<file path="config.mk">
export PLATFORM = sky130hd
export DESIGN_NAME = mem_arbiter
export DESIGN_NICKNAME = d
export VERILOG_FILES = /design/src/rtl/mem_arbiter.sv
export SDC_FILE = /design/constraint.sdc
export NUM_CORES = 1
export LEC_CHECK = 0
export CAP_MARGIN = 20
export CORE_UTILIZATION = 43
export CTS_CLUSTER_SIZE = 12
export DETAILED_ROUTE_END_ITERATION = 10
export GPL_TIMING_DRIVEN = 0
export PLACE_DENSITY_LB_ADDON = 0.25
export SYNTH_ARGS = -nofsm -noshare
export SYNTH_HDL_FRONTEND = slang
export SYNTH_SLANG_ARGS = --single-unit
</file>
<file path="constraint.sdc">
create_clock -name clk -period 2.3 [get_ports clk]
set_input_delay 0.23 -clock clk [delete_from_list [all_inputs] [get_ports clk]]
set_output_delay 0.23 -clock clk [all_outputs]
set_load 0.03 [all_outputs]
</file>
<file path="src/rtl/mem_arbiter.sv">
// Round-robin arbiter sharing one req/ack memory port between instruction fetch and load/store.
// The winning request is latched for the whole transaction; a watchdog aborts unacknowledged accesses.
module mem_arbiter #(
    parameter int WIDTH   = 32,
    parameter int TIMEOUT = 255
) (
    input  logic             clk,
    input  logic             rst,
    input  logic             if_req,
    input  logic [WIDTH-1:0] if_addr,
    output logic             if_done,
    output logic [WIDTH-1:0] if_rdata,
    input  logic             d_req,
    input  logic             d_we,
    input  logic [WIDTH-1:0] d_addr,
    input  logic [WIDTH-1:0] d_wdata,
    output logic             d_done,
    output logic [WIDTH-1:0] d_rdata,
    output logic             err,
    output logic             busy,
    output logic             mem_req,
    output logic             mem_we,
    output logic [WIDTH-1:0] mem_addr,
    output logic [WIDTH-1:0] mem_wdata,
    input  logic             mem_ack,
    input  logic [WIDTH-1:0] mem_rdata
);

    typedef enum logic [1:0] {IDLE, BUSY, RESP} state_t;

    localparam int CNT_W = $clog2(TIMEOUT + 1);
    localparam logic [CNT_W-1:0] CNT_LAST = CNT_W'(TIMEOUT - 1);
    localparam logic [CNT_W-1:0] CNT_ONE  = CNT_W'(1);

    state_t           state;
    state_t           state_nxt;
    logic [CNT_W-1:0] cnt;
    logic             last_gnt;   // 0 = fetch, 1 = data
    logic             owner;      // 0 = fetch, 1 = data
    logic             lat_we;
    logic [WIDTH-1:0] lat_addr;
    logic [WIDTH-1:0] lat_wdata;

    logic             grant_any;
    logic             grant_d;
    logic             finish;
    logic             timed_out;

    always_ff @(posedge clk or negedge rst) begin
        if (!rst) begin
            state <= IDLE;
        end else begin
            state <= state_nxt;
        end
    end

    always_comb begin
        state_nxt = state;
        grant_any = 1'b0;
        grant_d   = 1'b0;
        finish    = 1'b0;
        timed_out = 1'b0;
        case (state)
            IDLE: begin
                if (if_req || d_req) begin
                    grant_any = 1'b1;
                    // On a tie the side not granted last time wins
                    grant_d   = d_req && (!if_req || !last_gnt);
                    state_nxt = BUSY;
                end
            end
            BUSY: begin
                if (mem_ack) begin
                    finish    = 1'b1;
                    state_nxt = RESP;
                end else if (cnt == CNT_LAST) begin
                    finish    = 1'b1;
                    timed_out = 1'b1;
                    state_nxt = RESP;
                end
            end
            RESP: begin
                state_nxt = IDLE;
            end
            default: begin
                state_nxt = IDLE;
            end
        endcase
    end

    always_ff @(posedge clk or negedge rst) begin
        if (!rst) begin
            cnt       <= '0;
            last_gnt  <= 1'b0;
            owner     <= 1'b0;
            lat_we    <= 1'b0;
            lat_addr  <= '0;
            lat_wdata <= '0;
            if_done   <= 1'b0;
            d_done    <= 1'b0;
            err       <= 1'b0;
            if_rdata  <= '0;
            d_rdata   <= '0;
        end else begin
            if_done <= finish && !owner;
            d_done  <= finish && owner;
            err     <= timed_out;
            if (grant_any) begin
                owner     <= grant_d;
                last_gnt  <= grant_d;
                lat_we    <= grant_d && d_we;
                lat_addr  <= grant_d ? d_addr : if_addr;
                lat_wdata <= grant_d ? d_wdata : '0;
                cnt       <= '0;
            end else if (state == BUSY && !finish) begin
                cnt <= cnt + CNT_ONE;
            end
            // Stores capture mem_rdata too; an aborted access returns zero
            if (finish) begin
                if (owner) begin
                    d_rdata <= mem_ack ? mem_rdata : '0;
                end else begin
                    if_rdata <= mem_ack ? mem_rdata : '0;
                end
            end
        end
    end

    assign busy      = (state != IDLE);
    assign mem_req   = (state == BUSY);
    assign mem_we    = lat_we;
    assign mem_addr  = lat_addr;
    assign mem_wdata = lat_wdata;

endmodule

</file>
After elaboration in Yosys (flattened, before gate mapping):

Index checks and enable logic that the tools add are counted.

* bits in registers: 143
* bits in latches: 0
* memory bits (writable): 0
* memory bits (read-only): 0
* input port bits: 134
* output and inout port bits: 134
* logic and storage cells: 51
* memories: 0

* add/subtract/negate cells: 1
* multipliers: 0
* divide/modulo/power cells: 0
* magnitude comparators: 0
* equality and inequality tests: 4
* shift operators: 0
* muxes and demuxes: 18
* bitwise logic cells: 1
* reductions and logical operators: 16

Operators by type and width (count)
* two-way mux 32 bit: 3
* two-way mux 8 bit: 2
* two-way mux 1 bit: 9
* adder 8 x 1 -> 8 bit (second input constant): 1
* equality test 8 bit (second input constant): 1
* two-way mux 2 bit: 3
* AND reduction 2 bit: 3
* logical AND 1 bit: 5
* one-hot mux 2 bit (2 select lines): 1
* nonzero test 2 bit: 2
* logical NOT 1 bit: 3
* inequality test 3 x 1 -> 1 bit (second input constant): 1
* equality test 2 x 1 -> 1 bit (second input constant): 1
* logical NOT 2 bit: 1
* logical OR 1 bit: 2
* inequality test 2 bit (second input constant): 1
* inverter 1 bit: 1

Depth between registers and ports, before layout:

Gate-level depths: netlist (run 1).

* depth in word-level cells: 8
* gate-level depth with buffers: 7
* mapped depth without buffers: 5

Worst setup path before layout (run 1):

No wires, ideal clock.

* kind: flip-flop to flip-flop
* start: register cnt[0]
* end: register d_rdata[0]
* setup time: 0.064 ns
* arrival: 1.526 ns
* required time: 2.236 ns
* setup slack: 0.710 ns
* stages on the path, launching flop included: 8
* path buffers: 2
* clock period less this slack: 1.590 ns
* cells stage by stage: dfrtp_1 > inv_1 > ha_1 > and3_1 > a31oi_2 > buf_2 > buf_4 > a21o_1

* longest elaborated chain between the ends: 5

Ends and longest elaborated chain
* from (decl): RTL line 37 `logic [CNT_W-1:0] cnt;`
* from (signal assigned): RTL line 116 `cnt <= cnt + CNT_ONE;`
* equality test 8 bit: RTL line 76 `end else if (cnt == CNT_LAST) begin`
* two-way mux 1 bit: RTL line 76
* two-way mux 1 bit: RTL line 73 `if (mem_ack) begin`
* two-way mux 1 bit: RTL line 63 `case (state)`
* AND reduction 2 bit (no line)
* to (signal assigned): RTL line 121 `d_rdata <= mem_ack ? mem_rdata : '0;`
* to (decl): RTL line 18 `output logic [WIDTH-1:0] d_rdata,`

No other way between the ends.
A chain may end at the register's enable or synchronous reset.

Worst setup path after layout (run 1):

* start: register state[0]
* end: output port busy

* longest elaborated chain between the ends: 1

Ends and longest elaborated chain
* from (decl): RTL line 35 `state_t state;`
* from (signal assigned): RTL line 53 `state <= state_nxt;`
* nonzero test 2 bit: RTL line 129 `assign busy = (state != IDLE);`
* to (decl): RTL line 20 `output logic busy,`

No other way between the ends.

==> flow_summary.yaml, run 1 <==
finish:
  final_common_cell: "clkdlybuf4s50_1"
  fin_util_pct: 68.69
  nFillCells: 1063
  num_antenna_cells: 0
  layout-drive-gt1-share_pct: 8.138
  mostFrequentLayoutCells: "264 x clkdlybuf4s50_1, 143 x dfrtp_1, 97 x a22o_1"
  fin_nets: 935
  areaGrowthSynthToFinish_pct: 55.09
  finalInstanceArea_um2: 10020
global_route:
  grt_overflow: 0
  grt_pass1_vias: 6024
  grt.total_usage_pct: 25.50
  antenna_found_initial: 0
  grt_first_pass_wirelength_um: 31680
  grt_max_degree: 86
floorplanning:
  row_count: 44
  die_y_um: 124.6
  die_w_um: 124.6
  core_um2: 14590
  initial_core_util_pct: 44.29
  num_io_pins: 268
  dieArea_um2: 15520
detailed_routing:
  wirelength_um: 19510
  via_per_inst: 5.805
  drt-initial-drc-count: 370
  ant_nets: 0
  drtPass1Iterations: 5
  drcViolationCount: 0
  via_count: 5776
  routedWlPerCell_um: 19.61
clock_network:
  numCtsBuffers: 17
  worst_skew_pair.late_latency_ns: 0.41
  htree_levels: 4
  root_buffer: "clkbuf_16"
  cts.sinks: 143
  cts_buffer_depth: 2
  cts_tree: "done"
  clkTransAtPathRegs_ns: 0.06
  cts_setup_buffers: 0
yosys:
  ys.warnings.count: 0
  netlist_area_um2: 6461
  synth_nets: 648
  postSynthAreaPerCell_um2: 12.62
  ys_types: 39
  synth-seq-cells: 143
  synth.yosys.seq_area_share_pct: 55.38
  syn-instance-count: 512
critical_path:
  crit_required_ns: 2.07
  startpoint: "state[0]"
  crit_fanout: 10
  reg2regPathDepth: 7
  start_kind: "flop"
  reg2reg_to: "d_rdata[3]"
  r2r-start: "cnt[0]"
  r2r_slack_ns: 0.34
  critPathKind: "flop to primary output"
  cp-end-kind: "primary output"
  arrival_ns: 1.94
timing:
  fin_ws_ns: 0.1296
  timing.hold.ws_ns: 0.3570
  clock.fmax_ghz: 0.4607
  finalHoldViolations: 0
  relSlewSlack_pct: 61.89
  min_period_ns: 2.170
  setup_viol_count_final: 0
  drv_slew: 0
  tightest_slew_ns: 0.5679
  rsz0062_at_grt: "false"
  fin_skew_ns: 0.01217
  post-route-period-util_pct: 94.37
place:
  numPortBuffers: 266
  placed_area_um2: 9383
  dp_hpwl_um: 14120
  place.gp.congestion: 0.8405
  dp_slack_ns: 0.2532
power:
  max-vdd-ir-drop_uv: 814.1
  power.leakage_nw: 4.182
  powerDensity_nw_per_um2: 1492
run:
  cap_violations: 0
min_path:
  hold_class: "input pin to asynchronous set/reset pin"
run_status:
  status: "finished, final reports clean"
metrics by stage:
| stage | setup TNS (ns) | power [mW] | instances |
|---|---|---|---|
| after floorplan | 0 | 8.955 | 512 |
| after global placement | -672.92 | 11.83 | 962 |
| after detailed placement | 0 | 12.03 | 963 |
| after CTS | 0 | 15.02 | 995 |
| after global routing | 0 | 15.67 | 995 |
| final | 0 | 14.95 | 995 |
cell families (layout without fill, tap and decap cells):
kind of cell               after synthesis  in the layout  share of synthesized area [%]
AOI/OAI and AO/OA                      245            245                          31.51
DFF                                    143            143                          55.38
and+or+nand+nor                         62             62                          7.533
buffers and inverters                   57            356                          4.725
muxes                                    3              3                         0.4648
adders and majority gates                2              2                         0.3872
worst max-delay path by stage:
stage          cells past startpoint            to  slack, ns
6_report                           6          busy       0.13
5_1_grt                            5          busy       0.03
4_1_cts                            6          busy       0.10
3_5_place_dp                       6  if_rdata[23]       0.25
3_3_place_gp                       1  mem_wdata[3]      -4.72
2_1_floorplan                      7    d_rdata[0]       0.71
per-layer routing:
layer	GRT usage (%)	vias up	wire length [um]
met5	0	-	0
met4	8.646	0	377
met3	10.05	32	1764
met2	41.60	267	9385
met1	30.60	2871	7986
li1	-	2606	-
area by class of cell:
type	count	area [um2]	area share, %
clock buffer	21	470.5	4.695
buffer	54	294.0	2.934
multi-input combinational	312	2577	25.72
timing repair buffer	268	2700	26.94
tap	184	230.2	2.297
inverter	3	11.26	0.1124
sequential	143	3578	35.71
clock inverter	10	158.9	1.586
where the power goes:
group | leakage, nW | switching (mW) | internal [mW]
Sequential | 1.64 | 0.702 | 3.52
Clock | 0.305 | 1.03 | 1.89
Combinational | 2.24 | 4.14 | 3.67
Total | 4.18 | 5.87 | 9.08
registers in the layout (all words and copies together), names as in the netlist:
signal / flops
if_rdata: 32
d_done: 1
mem_we: 1
owner: 1
mem_wdata: 32
d_rdata: 32
if_done: 1
cnt: 8
state: 2
err: 1
mem_addr: 32
worst max-delay path, stage by stage (launching register included):
cell and delay [ns]:
dfrtp_1 0.37, buf_6 0.14, nor2_4 0.24, inv_2 0.06
buf_2 0.20, buf_6 0.16, dlygate4sd2_1 0.35
Yosys cell counts (all sizes together):
cell | n | area (um2)
a311o | 32 | 320.3
o21bai | 1 | 7.510
and3 | 4 | 25.02
dfrtp | 143 | 3578
and4b | 2 | 20.02
nand2 | 4 | 15.01
mux2i | 3 | 30.03
o21ai | 5 | 25.02
a21o | 65 | 488.0
a41oi | 3 | 26.28
or3b | 2 | 17.52
ha | 2 | 25.02
inv | 3 | 11.26
nor2 | 6 | 40.04
nor3 | 1 | 5.000
nor3b | 1 | 12.51
a21oi | 1 | 5.000
o21a | 32 | 240.2
and4bb | 1 | 12.51
a31oi | 1 | 12.51
nor4 | 1 | 6.260
nor2b | 2 | 12.51
a311oi | 1 | 8.760
nand4 | 1 | 6.260
a211oi | 7 | 52.55
buf | 27 | 192.7
clkbuf | 27 | 101.4
nand3b | 1 | 7.510
a22o | 97 | 849.6
nand3 | 3 | 15.01
nand4bb | 1 | 11.26
and4 | 32 | 280.3
what timing repair did:
action	4_1_cts	5_1_grt
gates resized for setup	1	0
hold endpoints to repair	58	0
endpoints found under the setup margin	1	0
hold buffers	1	0
Note: power is estimated with default switching activity, not from simulation.
==> run 2, diff against run 1 <==
==> constraint.sdc (replaced) <==
create_clock -name clk -period 2.21 [get_ports clk]
set_input_delay 0.221 -clock clk [delete_from_list [all_inputs] [get_ports clk]]
set_output_delay 0.221 -clock clk [all_outputs]
set_load 0.03 [all_outputs]
==> flow_summary.yaml, run 2 (synthesis gave the netlist of run 1 again) <==
run_status:
  status: "finished, final reports clean"
clock_network:
  cts.sinks: 143
  clkTransAtPathRegs_ns: 0.06
  worst_skew_pair.late_latency_ns: 0.41
  numCtsBuffers: 17
  cts_buffer_depth: 2
  htree_levels: 4
  root_buffer: "clkbuf_16"
  cts_tree: "done"
power:
  powerDensity_nw_per_um2: 1553
  max-vdd-ir-drop_uv: 847.5
  power.leakage_nw: 4.190
timing:
  post-route-period-util_pct: 92.08
  finalHoldViolations: 0
  tns_ns: 0
  rsz0062_at_grt: "false"
  drv_slew: 0
  fin_skew_ns: 0.009768
  min_period_ns: 2.035
  setup_viol_count_final: 0
  timing.hold.ws_ns: 0.3508
  clock.fmax_ghz: 0.4914
  tightest_slew_ns: 0.5740
  relSlewSlack_pct: 61.48
  fin_ws_ns: 0.1749
place:
  dp_slack_ns: 0.1722
  dp_hpwl_um: 14120
  place.gp.congestion: 0.8405
  placed_area_um2: 9383
  dp.cells: 963
  numPortBuffers: 266
critical_path:
  crit_fanout: 9
  crit_required_ns: 1.99
  critPathKind: "flop to primary output"
  max_stage_delay_ns: 0.76
  cp_cell_sequence: "buf_6 -> nor2b_1 -> clkdlybuf4s50_1"
  start_kind: "flop"
  arrival_ns: 1.81
  cp-end-kind: "primary output"
  cpMaxStageDelayCell: "clkdlybuf4s50_1"
detailed_routing:
  drt-initial-drc-count: 306
  drtPass1Iterations: 4
  routedWlPerCell_um: 19.54
  ant_nets: 0
  drcViolationCount: 0
  via_count: 5719
  via_per_inst: 5.736
  wirelength_um: 19490
finish:
  fin_nets: 937
  layout-drive-gt1-share_pct: 8.487
  mostFrequentLayoutCells: "264 x clkdlybuf4s50_1, 142 x dfrtp_1, 97 x a22o_1"
  final_common_cell: "clkdlybuf4s50_1"
  num_antenna_cells: 0
  finalInstanceArea_um2: 10040
  final_cells: 997
  areaGrowthSynthToFinish_pct: 55.34
global_route:
  grt_first_pass_wirelength_um: 31680
  grt_max_degree: 86
  antenna_found_initial: 0
  grt_overflow: 0
  grt.total_usage_pct: 25.50
  grt_pass1_vias: 6024
floorplanning:
  dieArea_um2: 15520
  row_count: 44
  die_y_um: 124.6
  initial_core_util_pct: 44.29
  die_w_um: 124.6
  core_um2: 14590
  num_io_pins: 268
run:
  cap_violations: 0
min_path:
  hold_class: "input pin to asynchronous set/reset pin"
==> run 2: cell types whose count changed in the layout (fill, tap and decap cells not counted), sizes merged <==
cell and delta:
buf +2
==> run 2: where the power goes <==
group	internal, mW	total [mW]	switching [mW]
Sequential	3.66	4.39	0.730
Clock	1.97	3.05	1.08
Combinational	3.84	8.14	4.31
Total	9.47	15.6	6.11
==> run 2: per-layer routing <==
metal  up-vias  routed length (um)  part of all wire, %  GRT usage (%)
li1       2611                   -                    -              -
met3        24                1733                  8.9          10.05
met1      2834                7981                   41          30.60
met4         0                 359                  1.8          8.646
met5         -                   0                    0              0
met2       250                9411                   48          41.60
==> run 2: final timing paths <==
kind	startpoint	end	slack (ns)	cells past startpoint
max	state[0]	mem_req	0.17	3
max reg2reg	cnt[0]	d_rdata[3]	0.24	7
max in group asynchronous	rst	state[1]	1.01	3
min	rst	d_rdata[16]	0.35	2
min reg2reg	d_rdata[27]	d_rdata[27]	0.50	1
min in group clk	d_req	mem_addr[31]	0.38	3
==> run 2: area by class of cell <==
class	count	area, um2
clock inverters	10	158.9
inverters	3	11.26
well taps	184	230.2
fillers	1062	4552
repair buffers	270	2715
clock buffers	21	470.5
multi-input cells	312	2577
flip-flops and latches	143	3580
plain buffers	54	294.0
==> run 2: per-stage QoR <==
stage | power [mW] | util (%)
floorplan | 9.320 | -
global placement | 12.32 | 64.12
detailed placement | 12.52 | 64.31
CTS | 15.63 | 68.69
global route | 16.34 | 68.80
finish | 15.58 | 68.80
==> run 2: timing repair <==
item                                    CTS  global route
pin swaps                                 0             1
endpoints found under the setup margin    1             1
hold endpoints to repair                 58             0
buffers inserted                          0             2
hold buffers                              1             0
resized for setup                         1             1
==> run 2: critical path: cells and delay by family (launching register included) <==
kind / cells / cell delay (ns)
AND/OR/NAND/NOR: 1 / 0.18
buffers and inverters: 2 / 0.89
flip-flops: 1 / 0.34
==> run 3, diff against run 2 <==
--- a/config.mk
+++ b/config.mk
@@ -6,11 +6,13 @@
 export NUM_CORES = 1
 export LEC_CHECK = 0
 export CAP_MARGIN = 20
-export CORE_UTILIZATION = 43
+export CORE_UTILIZATION = 47
 export CTS_CLUSTER_SIZE = 12
 export DETAILED_ROUTE_END_ITERATION = 10
 export GPL_TIMING_DRIVEN = 0
+export MAX_ROUTING_LAYER = met4
 export PLACE_DENSITY_LB_ADDON = 0.25
+export SKIP_LAST_GASP = 1
 export SYNTH_ARGS = -nofsm -noshare
 export SYNTH_HDL_FRONTEND = slang
 export SYNTH_SLANG_ARGS = --single-unit
==> constraint.sdc (replaced) <==
create_clock -name clk -period 2.6 [get_ports clk]
set_input_delay 0.26 -clock clk [delete_from_list [all_inputs] [get_ports clk]]
set_output_delay 0.26 -clock clk [all_outputs]
set_load 0.03 [all_outputs]
==> flow_summary.yaml, run 3 (synthesis gave the netlist of run 1 again) <==
global_route:
  grt_max_degree: 100
  grt_pass1_vias: 5944
  grt.total_usage_pct: 29.07
  grt_overflow: 0
  antenna_found_initial: 0
  grt_first_pass_wirelength_um: 31070
place:
  numPortBuffers: 266
  dp_hpwl_um: 14130
  place.gp.congestion: 0.8350
  placed_area_um2: 9373
  dp_slack_ns: 0.5283
  dp.cells: 955
finish:
  mostFrequentLayoutCells: "265 x clkdlybuf4s50_1, 143 x dfrtp_1, 97 x a22o_1"
  num_antenna_cells: 0
  final_cells: 987
  areaGrowthSynthToFinish_pct: 54.82
  layout-drive-gt1-share_pct: 8.138
  fin_util_pct: 74.94
  final_common_cell: "clkdlybuf4s50_1"
  fin_nets: 935
  finalInstanceArea_um2: 10000
critical_path:
  crit_fanout: 10
  start_kind: "flop"
  endpoint: "busy"
  reg2regPathDepth: 7
  r2r-start: "cnt[0]"
  critPathKind: "flop to primary output"
  r2r_slack_ns: 0.63
  reg2reg_to: "d_rdata[14]"
  arrival_ns: 2.19
  startpoint: "state[1]"
  crit_required_ns: 2.34
  cp-end-kind: "primary output"
timing:
  fin_skew_ns: 0.006937
  timing.hold.ws_ns: 0.3409
  min_period_ns: 2.447
  finalHoldViolations: 0
  post-route-period-util_pct: 94.13
  tns_ns: 0
  clock.fmax_ghz: 0.4086
  rsz0062_at_grt: "false"
  drv_slew: 0
  tightest_slew_ns: 0.5832
  setup_viol_count_final: 0
  fin_ws_ns: 0.1527
  relSlewSlack_pct: 60.86
clock_network:
  cts.sinks: 143
  root_buffer: "clkbuf_16"
  numCtsBuffers: 17
  cts_tree: "done"
  cts_setup_buffers: 0
  htree_levels: 4
  clkTransAtPathRegs_ns: 0.06
  worst_skew_pair.late_latency_ns: 0.42
  cts_resized: 0
  cts_buffer_depth: 2
detailed_routing:
  drt-initial-drc-count: 275
  ant_nets: 0
  routedWlPerCell_um: 19.84
  drtPass1Iterations: 4
  drcViolationCount: 0
  wirelength_um: 19580
  via_count: 5824
  via_per_inst: 5.901
power:
  powerDensity_nw_per_um2: 1321
  power.leakage_nw: 4.177
  power.total_mw: 13.21
  max-vdd-ir-drop_uv: 693.1
floorplanning:
  num_io_pins: 268
  dieArea_um2: 14220
  die_w_um: 119.3
  die_y_um: 119.3
  row_count: 42
  initial_core_util_pct: 48.41
  core_um2: 13350
run:
  cap_violations: 0
run_status:
  status: "finished, final reports clean"
min_path:
  hold_class: "input pin to asynchronous set/reset pin"
## run 3: cell count changes in the layout (fill, tap and decap cells not counted), sizes merged
cell / previous run / this run
buf: 31 / 29
clkinv: 3 / 5
clkbuf: 48 / 47
clkdlybuf4s50: 264 / 265
dlygate4sd2: 1 / 0
inv: 4 / 3
## run 3: how the worst min path moves through the flow
stage	endpoint	start	slack, ns
after global routing	d_rdata[20]	rst	0.36
after global placement	if_rdata[12]	if_rdata[12]	0.48
after CTS	d_rdata[16]	rst	0.34
after detailed placement	d_rdata[16]	rst	0.22
after floorplan	cnt[0]	rst	-0.04
final	d_rdata[20]	rst	0.34
## run 3: power breakdown
part	leakage (nW)	switching [mW]	internal [mW]	total [mW]
combinational	2.24	3.67	3.25	6.92
sequential	1.64	0.629	3.11	3.74
clock	0.302	0.904	1.64	2.55
## run 3: routing by layer
| layer | global-route usage, % | part of all wire (%) | vias up |
|---|---|---|---|
| met5 | - | 0 | - |
| met3 | 7.519 | 7.3 | 39 |
| li1 | - | - | 2608 |
| met1 | 34.32 | 40 | 2902 |
| met4 | 12.03 | 2.5 | 0 |
| met2 | 47.24 | 50 | 275 |
## run 3: worst max-delay path: stages, from the launching register on
cell,delay [ns]
dfrtp_1,0.49
nor2_4,0.11
inv_2,0.08
buf_2,0.24
buf_6,0.17
clkdlybuf4s50_1,0.67
## run 3: final cells by class
class                   count  area [um2]
repair buffers            268        2701
flip-flops and latches    143        3578
clock buffers              20       456.7
multi-input cells         312        2577
inverters                   3       11.26
clock inverters            11       163.9
plain buffers              54       294.0
well taps                 176       220.2
fillers                   918        3344
## run 3: timing repair
item / in CTS / in global routing
endpoints found under the hold margin: 44 / 0
setup endpoints to repair: 0 / 0
hold buffers: 1 / 0
